File: src/rtl/round_sd.sv
// rtl/round_sd.sv - error-feedback requantiser from WIDTH_IN to WIDTH_OUT signed bits
module round_sd #(
  parameter int WIDTH_IN   = 18,
  parameter int WIDTH_OUT  = 16,
  parameter int DISABLE_SD = 0
) (
  input  logic                        clk,
  input  logic                        rst,
  input  logic signed [WIDTH_IN-1:0]  in,
  input  logic                        strobe_in,
  output logic signed [WIDTH_OUT-1:0] out,
  output logic                        strobe_out
);

  localparam int S = WIDTH_IN - WIDTH_OUT;

  localparam logic [WIDTH_IN-1:0]  MAX_IN  = {1'b0, {(WIDTH_IN-1){1'b1}}};
  localparam logic [WIDTH_IN-1:0]  MIN_IN  = {1'b1, {(WIDTH_IN-1){1'b0}}};
  localparam logic [WIDTH_OUT-1:0] MAX_OUT = {1'b0, {(WIDTH_OUT-1){1'b1}}};
  localparam logic [WIDTH_OUT-1:0] MIN_OUT = {1'b1, {(WIDTH_OUT-1){1'b0}}};
  localparam logic [WIDTH_IN:0]    HALF    = (WIDTH_IN+1)'(1) << (S-1);

  logic [WIDTH_OUT-1:0] out_q, out_d;
  logic [S:0]           err_q, err_d;
  logic                 strobe_q, strobe_d;

  logic [WIDTH_IN:0]          sum_w;
  logic [WIDTH_IN-1:0]        sum_sat;
  logic [WIDTH_IN:0]          rnd;
  logic [WIDTH_IN:0]          q_full;
  logic [WIDTH_IN-WIDTH_OUT+1:0] q_hi;
  logic [WIDTH_OUT-1:0]       q_sat;
  logic [S:0]                 new_err;

  always_comb begin
    sum_w = {in[WIDTH_IN-1], in} + {{WIDTH_OUT{err_q[S]}}, err_q};
    if (sum_w[WIDTH_IN] != sum_w[WIDTH_IN-1]) begin
      sum_sat = sum_w[WIDTH_IN] ? MIN_IN : MAX_IN;
    end else begin
      sum_sat = sum_w[WIDTH_IN-1:0];
    end

    // Subtracting the sign bit turns floor-rounding of the half offset into ties-away-from-zero.
    rnd    = {sum_sat[WIDTH_IN-1], sum_sat} + HALF - {{WIDTH_IN{1'b0}}, sum_sat[WIDTH_IN-1]};
    q_full = $signed(rnd) >>> S;
    q_hi   = q_full[WIDTH_IN:WIDTH_OUT-1];
    if ((&q_hi) || !(|q_hi)) begin
      q_sat = q_full[WIDTH_OUT-1:0];
    end else begin
      q_sat = q_full[WIDTH_IN] ? MIN_OUT : MAX_OUT;
    end

    // Only the low S+1 bits of sum_sat - q*2^S are needed; the result is known to fit there.
    new_err = sum_sat[S:0] - {q_sat[0], {S{1'b0}}};

    out_d    = out_q;
    err_d    = err_q;
    strobe_d = 1'b0;
    if (strobe_in) begin
      out_d    = q_sat;
      err_d    = (DISABLE_SD != 0) ? '0 : new_err;
      strobe_d = 1'b1;
    end
  end

  always_ff @(posedge clk) begin
    if (!rst) begin
      out_q    <= '0;
      err_q    <= '0;
      strobe_q <= 1'b0;
    end else begin
      out_q    <= out_d;
      err_q    <= err_d;
      strobe_q <= strobe_d;
    end
  end

  assign out        = out_q;
  assign strobe_out = strobe_q;

endmodule

File: config.mk
export PLATFORM = sky130hd
export DESIGN_NAME = round_sd
export DESIGN_NICKNAME = d
export VERILOG_FILES = /design/src/rtl/round_sd.sv
export SDC_FILE = /design/constraint.sdc
export NUM_CORES = 1
export LEC_CHECK = 0
export CAP_MARGIN = 20
export CELL_PAD_IN_SITES_DETAIL_PLACEMENT = 0
export CELL_PAD_IN_SITES_GLOBAL_PLACEMENT = 1
export CORE_ASPECT_RATIO = 1.75
export CORE_MARGIN = 3
export CORE_UTILIZATION = 41
export CTS_CLUSTER_DIAMETER = 200
export DETAILED_ROUTE_END_ITERATION = 7
export PLACE_DENSITY_LB_ADDON = 0.08
export SLEW_MARGIN = 20
export SYNTH_ARGS = -nofsm -noshare
export SYNTH_HDL_FRONTEND = slang
export SYNTH_SLANG_ARGS = --single-unit
File: constraint.sdc
create_clock -name clk -period 6.5 [get_ports clk]
set_input_delay 1.3 -clock clk [delete_from_list [all_inputs] [get_ports clk]]
set_output_delay 1.3 -clock clk [all_outputs]
set_load 0.05 [all_outputs]
==> metrics.txt, run 1 <==
# TYPE chip_impl_metric gauge
chip_impl_metric{name="core_region_area",unit="mm²"} 0.00659
chip_impl_metric{name="grt_start_max_net_pins",unit=""} 41
chip_impl_metric{name="post_route_hold_slack",unit="ns"} 0.478
chip_impl_metric{name="clock-sinks",unit=""} 20
chip_impl_metric{name="design.die.area",unit="mm²"} 0.00796
chip_impl_metric{name="number_of_antenna_violations_at_the_first_check_in_global_routing",unit=""} 0
chip_impl_metric{name="synthDistinctLibCells",unit=""} 68
chip_impl_metric{name="detail_route.first_pass.iterations",unit=""} 4
chip_impl_metric{name="drt_wl_total",unit="µm"} 7470
chip_impl_metric{name="floorplan.die.height",unit="µm"} 116
chip_impl_metric{name="critical_path_arrival",unit="ns"} 6.31
chip_impl_metric{name="share_of_flip_flops_with_an_asynchronous_set_or_reset",unit="%"} 0
chip_impl_metric{name="grt_pass1_wl",unit="µm"} 12300
chip_impl_metric{name="worst_setup_hold_path_clk_slew",unit="ns"} 0.05
chip_impl_metric{name="post-cts-setup-buffer-count",unit=""} 0
chip_impl_metric{name="final-max-slew-violation-count",unit=""} 0
chip_impl_metric{name="number_of_synthesized_register_bits",unit=""} 20
chip_impl_metric{name="worst_slew_margin_rel",unit="%"} 52.1
chip_impl_metric{name="die_width",unit="µm"} 68.7
chip_impl_metric{name="syn-mean-instance-area",unit="µm²"} 7.51
chip_impl_info{name="hp-class",value="flop to flop"} 1
chip_impl_metric{name="routed-via-count",unit=""} 2819
chip_impl_metric{name="hold_violations",unit=""} 0
chip_impl_metric{name="antenna_cells",unit=""} 0
chip_impl_metric{name="initialDrtViolationCount",unit=""} 122
chip_impl_metric{name="setup_viol_count_final",unit=""} 0
chip_impl_metric{name="global_route.overflow_total",unit=""} 0
chip_impl_metric{name="cap_violations",unit=""} 0
chip_impl_info{name="cts_tree",value="built"} 1
chip_impl_metric{name="edff_count_synth",unit=""} 0
chip_impl_metric{name="synth.yosys.seq_area_share",unit="%"} 14.2
chip_impl_metric{name="maxClockFrequency",unit="MHz"} 163
chip_impl_metric{name="detail-route-antenna-nets",unit=""} 0
chip_impl_metric{name="clock_insertion_delay_worst_skew",unit="ns"} 0.25
chip_impl_metric{name="post_route_cells_drive_above_1_share",unit="%"} 15.2
chip_impl_metric{name="worst-endpoint-required",unit="ns"} 6.68
chip_impl_metric{name="grt_pass1_vias",unit=""} 2804
chip_impl_metric{name="clock_tree.htree_level_count",unit=""} 1
chip_impl_info{name="buffer_cell_driving_the_clock_tree_root",value="clkbuf_16"} 1
chip_impl_metric{name="area_delta_synth_final",unit="%"} 26.2
chip_impl_info{name="worst_setup_end_kind",value="flop"} 1
chip_impl_metric{name="cts_buffers",unit=""} 3
chip_impl_metric{name="place_inst",unit=""} 512
chip_impl_metric{name="cts-root-to-sink-buffers",unit=""} 2
chip_impl_metric{name="finClkSkew",unit="ns"} 0.00522
chip_impl_metric{name="top_level_ports",unit=""} 38
chip_impl_metric{name="initial_core_util",unit="%"} 42.8
chip_impl_metric{name="post_synth_inst_count",unit=""} 376
chip_impl_metric{name="worst_margin_slew",unit="ns"} 0.717
chip_impl_metric{name="final_period_minus_worst_setup_slack",unit="ns"} 6.13
chip_impl_info{name="synth_top_flop_cell",value="dfxtp_1"} 1
chip_impl_metric{name="routed_length_per_placed_instance",unit="µm"} 14.5
chip_impl_info{name="status",value="finished clean"} 1
chip_impl_metric{name="final_layout_setup_total_negative_slack",unit="ns"} 0
chip_impl_metric{name="path_max_fanout",unit=""} 6
chip_impl_metric{name="placement.io_buffers",unit=""} 37
chip_impl_metric{name="grt_use_total",unit="%"} 19.9
chip_impl_metric{name="finalNonFillerCells",unit=""} 516
chip_impl_metric{name="syn_nets",unit=""} 434
chip_impl_metric{name="fin_crit_sh",unit="%"} 94.3
chip_impl_info{name="critPathKind",value="input port to flop"} 1
chip_impl_metric{name="drt-vias-per-instance",unit=""} 5.46
chip_impl_metric{name="placementRows",unit=""} 39
chip_impl_metric{name="hpwlAfterDp",unit="µm"} 6460
chip_impl_info{name="grt_setup_unrepaired",value="no"} 1
chip_impl_metric{name="detail_route.drc_violations",unit=""} 0
chip_impl_metric{name="gp_congestion",unit=""} 0.811
chip_impl_metric{name="num-fill-cells",unit=""} 665
chip_impl_metric{name="design.final.nets",unit=""} 493
chip_impl_info{name="start_kind",value="input port"} 1
chip_impl_metric{name="post_synthesis_cell_area",unit="mm²"} 0.00282
chip_impl_metric{name="synthesis.yosys.warnings",unit=""} 0
==> layer usage <==
layer	part of all wire, %	GRT usage, %	vias to the layer above
met1	38	20.5	1285
met2	58	41.2	46
met4	0.96	3.91	0
met3	2.9	1.26	6
li1	-	-	1482
met5	0	0	-
==> logic make-up after synthesis <==
logic type      synth area share [%]
compound gates                  30.8
xor+xnor                        9.04
fa+ha+maj                       18.5
buf+inv                         5.41
flops                           14.2
mux                             1.42
simple gates                    20.7
==> final timing paths <==
kind                            startpoint      end  slack (ns)  cells after the start
worst min-delay path               out[11]  out[11]        0.48                      2
worst max register to register    err_q[2]  out[12]        0.98                     22
worst min register to register     out[11]  out[11]        0.48                      2
worst max-delay path                 in[6]  out[12]        0.37                     23
==> state kept, by name, summed over array words and instances (netlist names) <==
signal,cells
out,16
err_q,3
strobe_out,1
==> cell type report <==
| class | instances | area [µm²] | share of cell area (%) |
|---|---|---|---|
| Multi-Input combinational cell | 318 | 2300 | 64.5 |
| Timing Repair Buffer | 63 | 566 | 15.9 |
| Sequential cell | 20 | 400 | 11.2 |
| Inverter | 29 | 109 | 3.06 |
| Tap cell | 82 | 103 | 2.88 |
| Clock buffer | 4 | 88.8 | 2.49 |
==> repair_timing <==
| action | in CTS | in global routing |
|---|---|---|
| setup endpoints to repair | 0 | 13 |
| hold buffers | 0 | 0 |
| resized for setup | 0 | 6 |
| endpoints found under the hold margin | 0 | 0 |
==> cell usage after synthesis, types with 5 or more instances <==
master | instances | share of area, %
a21o_1 | 9 | 2.4
a21oi_1 | 52 | 9.2
a31oi_1 | 5 | 1.1
clkbuf_1 | 6 | 0.80
dfxtp_1 | 20 | 14
ha_1 | 36 | 16
inv_1 | 28 | 3.7
nand2_1 | 31 | 4.1
nand2b_1 | 6 | 1.3
nand4_1 | 6 | 1.3
nor2_1 | 26 | 3.5
nor3_1 | 9 | 1.6
o211ai_1 | 6 | 1.6
o21ai_0 | 27 | 4.8
o21ai_1 | 6 | 1.1
xnor2_1 | 15 | 4.7
xor2_1 | 11 | 3.4
==> cells in the final DEF (no fill, tap or decap), types with 3 or more instances in the layout <==
cell type / count
nor2_1: 25
dfxtp_1: 20
o21ai_0: 27
a31oi_1: 5
inv_1: 28
o21a_1: 4
mux2i_1: 4
xor2_1: 11
a21oi_2: 5
ha_1: 36
nor2b_1: 3
clkdlybuf4s50_1: 37
nand2_1: 31
o211ai_1: 6
clkbuf_16: 3
a21o_1: 9
a21o_2: 3
a21oi_1: 50
buf_4: 26
o21ai_1: 6
xnor2_1: 15
nand4_1: 6
and3_1: 4
nand3_1: 4
maj3_1: 4
nand2b_1: 6
nor3_1: 7
==> critical path, stage by stage <==
cell,delay [ns]
clkdlybuf4s50_1,0.40
ha_1,0.37
and3_4,0.22
nor2b_1,0.12
and3_1,0.18
a22oi_2,0.19
a21oi_2,0.12
nor2_1,0.32
buf_4,0.21
nand2_1,0.06
nand2_1,0.10
inv_1,0.05
ha_1,0.31
nand2_2,0.10
or4b_1,0.50
o211ai_2,0.21
a21oi_1,0.11
a21o_1,0.18
a21o_2,0.25
xnor2_4,0.16
or4b_1,0.53
and3_1,0.16
a31oi_1,0.15
==> through the flow <==
step	cell area, µm²	setup slack [ns]	util (%)
2_1_floorplan	2820	0.749	-
3_3_place_gp	3450	0.128	52.3
3_5_place_dp	3450	0.0950	52.3
4_1_cts	3540	0.344	53.7
5_1_grt	3560	0.0196	54.1
6_report	3560	0.369	54.1
Power of run 1 is left out: the tool's default activity adds up to more than one toggle a clock period on the data nets, which glitch-free logic cannot reach.
==> inputs of run 2 (changes only) <==
--- a/config.mk
+++ b/config.mk
@@ -13,7 +13,8 @@
 export CORE_UTILIZATION = 41
 export CTS_CLUSTER_DIAMETER = 200
 export DETAILED_ROUTE_END_ITERATION = 7
-export PLACE_DENSITY_LB_ADDON = 0.08
+export PLACE_DENSITY_LB_ADDON = 0.1
+export RECOVER_POWER = 25
 export SLEW_MARGIN = 20
 export SYNTH_ARGS = -nofsm -noshare
 export SYNTH_HDL_FRONTEND = slang
==> constraint.sdc (replaced) <==
create_clock -name clk -period 5.7 [get_ports clk]
set_input_delay 1.14 -clock clk [delete_from_list [all_inputs] [get_ports clk]]
set_output_delay 1.14 -clock clk [all_outputs]
set_load 0.05 [all_outputs]
==> run 2 against run 1 <==
Net effect:
- die area is the same
- clock-buffer cell count shrank 1
- sequential share of layout area shrank 2.7 points
- critical endpoint unchanged
- first-iteration DRC count shrank 11%
- design area grew 32%
- routed wire length grew 18%
- final cell count grew 19%
- highest routed layer unchanged
==> metrics.txt, run 2 (same netlist as run 1, synthesis figures left out) <==
# TYPE chip_impl_metric gauge
chip_impl_info{name="status",value="finished clean"} 1
chip_impl_metric{name="grt_use_total",unit="%"} 22.6
chip_impl_info{name="r2r_end",value="out[12]"} 1
chip_impl_metric{name="top_level_ports",unit=""} 38
chip_impl_metric{name="floorplan.die.height",unit="µm"} 116
chip_impl_metric{name="placementRows",unit=""} 39
chip_impl_metric{name="max_reg_flops",unit=""} 16
chip_impl_info{name="critPathKind",value="input port to flop"} 1
chip_impl_metric{name="path_max_fanout",unit=""} 5
chip_impl_metric{name="met3_usage",unit="%"} 1.26
chip_impl_metric{name="routed_length_per_placed_instance",unit="µm"} 14.3
chip_impl_metric{name="hold_violations",unit=""} 0
chip_impl_metric{name="detail-route-antenna-nets",unit=""} 0
chip_impl_metric{name="worst-endpoint-required",unit="ns"} 5.88
chip_impl_metric{name="grt_pass1_vias",unit=""} 3281
chip_impl_info{name="highest_count_cells_in_the_layout_ignoring_fill_and_taps",value="121 x buf_4, 32 x a21oi_1, 26 x inv_1"} 1
chip_impl_metric{name="cell_depth_of_the_worst_flop_to_flop_path",unit=""} 21
chip_impl_metric{name="initial_core_util",unit="%"} 42.8
chip_impl_metric{name="maxClockFrequency",unit="MHz"} 182
chip_impl_info{name="start_kind",value="input port"} 1
chip_impl_info{name="worst_setup_end_kind",value="flop"} 1
chip_impl_metric{name="initialDrtViolationCount",unit=""} 108
chip_impl_metric{name="finalNonFillerCells",unit=""} 616
chip_impl_metric{name="hpwlAfterDp",unit="µm"} 7080
chip_impl_metric{name="hold_path_depth",unit=""} 2
chip_impl_metric{name="area_delta_synth_final",unit="%"} 66.3
chip_impl_metric{name="detail_route.drc_violations",unit=""} 0
chip_impl_metric{name="clock_insertion_delay_worst_skew",unit="ns"} 0.26
chip_impl_metric{name="routed-via-count",unit=""} 3274
chip_impl_info{name="cts_tree",value="built"} 1
chip_impl_info{name="reg2reg_from",value="err_q[2]"} 1
chip_impl_metric{name="place_inst",unit=""} 601
chip_impl_metric{name="global_route.overflow_total",unit=""} 0
chip_impl_metric{name="critical_path_arrival",unit="ns"} 5.69
chip_impl_metric{name="drt_wl_total",unit="µm"} 8780
chip_impl_metric{name="setup_viol_count_final",unit=""} 0
chip_impl_metric{name="antenna_cells",unit=""} 0
chip_impl_info{name="worst_hold_startpoint",value="out[11]"} 1
chip_impl_info{name="final_common_cell",value="buf_4"} 1
chip_impl_info{name="hp-class",value="flop to flop"} 1
chip_impl_metric{name="cts_buffers",unit=""} 3
chip_impl_metric{name="fin_crit_sh",unit="%"} 96.5
chip_impl_metric{name="drt-vias-per-instance",unit=""} 5.31
chip_impl_metric{name="finClkSkew",unit="ns"} 0.00147
chip_impl_metric{name="worst_margin_slew",unit="ns"} 1.07
chip_impl_metric{name="cts-hold-fix-buffers",unit=""} 0
chip_impl_info{name="min_delay_worst_endpoint",value="out[11]"} 1
chip_impl_metric{name="worst_slew_margin_rel",unit="%"} 28.5
chip_impl_metric{name="dpl-instance-area",unit="mm²"} 0.00413
chip_impl_metric{name="worst_setup_hold_path_clk_slew",unit="ns"} 0.06
chip_impl_info{name="grt_busiest_layer",value="met2"} 1
chip_impl_metric{name="grt_pass1_wl",unit="µm"} 14000
chip_impl_metric{name="detail_route.first_pass.iterations",unit=""} 4
chip_impl_metric{name="cts-root-to-sink-buffers",unit=""} 2
chip_impl_metric{name="reg2reg_slack",unit="ns"} 0.37
chip_impl_metric{name="design.die.area",unit="mm²"} 0.00796
chip_impl_metric{name="number_of_antenna_violations_at_the_first_check_in_global_routing",unit=""} 0
chip_impl_metric{name="gr-usage-met2",unit="%"} 47.0
chip_impl_metric{name="num-fill-cells",unit=""} 546
chip_impl_metric{name="cap_violations",unit=""} 0
chip_impl_metric{name="design.final.nets",unit=""} 593
chip_impl_metric{name="die_width",unit="µm"} 68.7
chip_impl_metric{name="fin_area",unit="mm²"} 0.00469
chip_impl_metric{name="clock-sinks",unit=""} 20
chip_impl_metric{name="clock_tree.htree_level_count",unit=""} 1
chip_impl_metric{name="grtUsageMet1",unit="%"} 21.3
chip_impl_metric{name="core_region_area",unit="mm²"} 0.00659
chip_impl_metric{name="final_period_minus_worst_setup_slack",unit="ns"} 5.50
chip_impl_metric{name="placement.io_buffers",unit=""} 37
chip_impl_metric{name="final-max-slew-violation-count",unit=""} 0
chip_impl_metric{name="grt_start_max_net_pins",unit=""} 23
chip_impl_metric{name="post_route_cells_drive_above_1_share",unit="%"} 41.6
chip_impl_info{name="buffer_cell_driving_the_clock_tree_root",value="clkbuf_16"} 1
chip_impl_metric{name="gp_congestion",unit=""} 0.916
[run 2: what timing repair did]
item                                    in CTS  in global routing
setup buffers                                2                  9
endpoints found under the setup margin      14                 17
pin swaps                                    3                 33
resized for setup                           10                 76
[run 2: worst max-delay path by stage]
| stage | startpoint | endpoint | slack [ns] | depth (start not counted) |
|---|---|---|---|---|
| floorplan | in[6] | out[12] | 0.11 | 22 |
| global placement | in[1] | out[6] | -0.30 | 26 |
| detailed placement | in[1] | out[6] | -0.38 | 26 |
| CTS | in[1] | out[12] | 0.01 | 24 |
| global route | in[2] | out[5] | -0.09 | 28 |
| finish | in[13] | out[12] | 0.20 | 21 |
[run 2: critical path, cell delays in order]
cell,delay [ns]
clkdlybuf4s50_1,0.41
ha_1,0.34
buf_4,0.16
a21oi_1,0.16
o21ai_1,0.09
a32o_1,0.29
a21oi_2,0.15
inv_2,0.09
buf_4,0.17
maj3_2,0.36
ha_4,0.29
nor2_1,0.04
o31a_1,0.38
o211ai_4,0.23
a21oi_2,0.09
a21o_1,0.18
a21o_2,0.22
xnor2_4,0.15
or4b_1,0.49
and3_1,0.15
a31oi_1,0.11
[run 2: through the flow]
stage / setup TNS [ns] / hold slack [ns] / util, % / setup WS (ns)
detailed placement: -5.11 / 0.467 / 62.7 / -0.382
global route: -0.446 / 0.493 / 71.3 / -0.0941
finish: 0 / 0.471 / 71.3 / 0.199
CTS: 0 / 0.476 / 65.0 / 0.0110
floorplan: 0 / 0.504 / - / 0.109
global placement: -3.75 / 0.458 / 62.7 / -0.300
[run 2: per-layer routing]
metal / share of wire [%] / vias up
met5: 0 / -
met4: 3.5 / 0
met3: 1.9 / 19
met2: 58 / 59
met1: 36 / 1521
li1: - / 1675
[run 2: cell type report]
cell class / count / area (µm²) / share of cell area, %
clock buffer: 3 / 75.1 / 1.60
clock inverter: 1 / 30.0 / 0.640
inverter: 29 / 109 / 2.32
multi-input combinational: 318 / 2620 / 55.9
sequential: 20 / 400 / 8.53
tap: 82 / 103 / 2.19
timing repair buffer: 163 / 1350 / 28.8
Power of run 2 is left out for the same reason.
==> inputs of run 3 (changes only) <==
--- a/config.mk
+++ b/config.mk
@@ -5,6 +5,7 @@
 export SDC_FILE = /design/constraint.sdc
 export NUM_CORES = 1
 export LEC_CHECK = 0
+export ABC_CLOCK_PERIOD_IN_PS = 5700
 export CAP_MARGIN = 20
 export CELL_PAD_IN_SITES_DETAIL_PLACEMENT = 0
 export CELL_PAD_IN_SITES_GLOBAL_PLACEMENT = 1
@@ -15,7 +16,6 @@
 export DETAILED_ROUTE_END_ITERATION = 7
 export PLACE_DENSITY_LB_ADDON = 0.1
 export RECOVER_POWER = 25
-export SLEW_MARGIN = 20
 export SYNTH_ARGS = -nofsm -noshare
 export SYNTH_HDL_FRONTEND = slang
 export SYNTH_SLANG_ARGS = --single-unit
==> results of run 3 <==
No change in the layout: final DEF, timing and power equal those of run 2.
Power of run 3 is left out for the same reason.
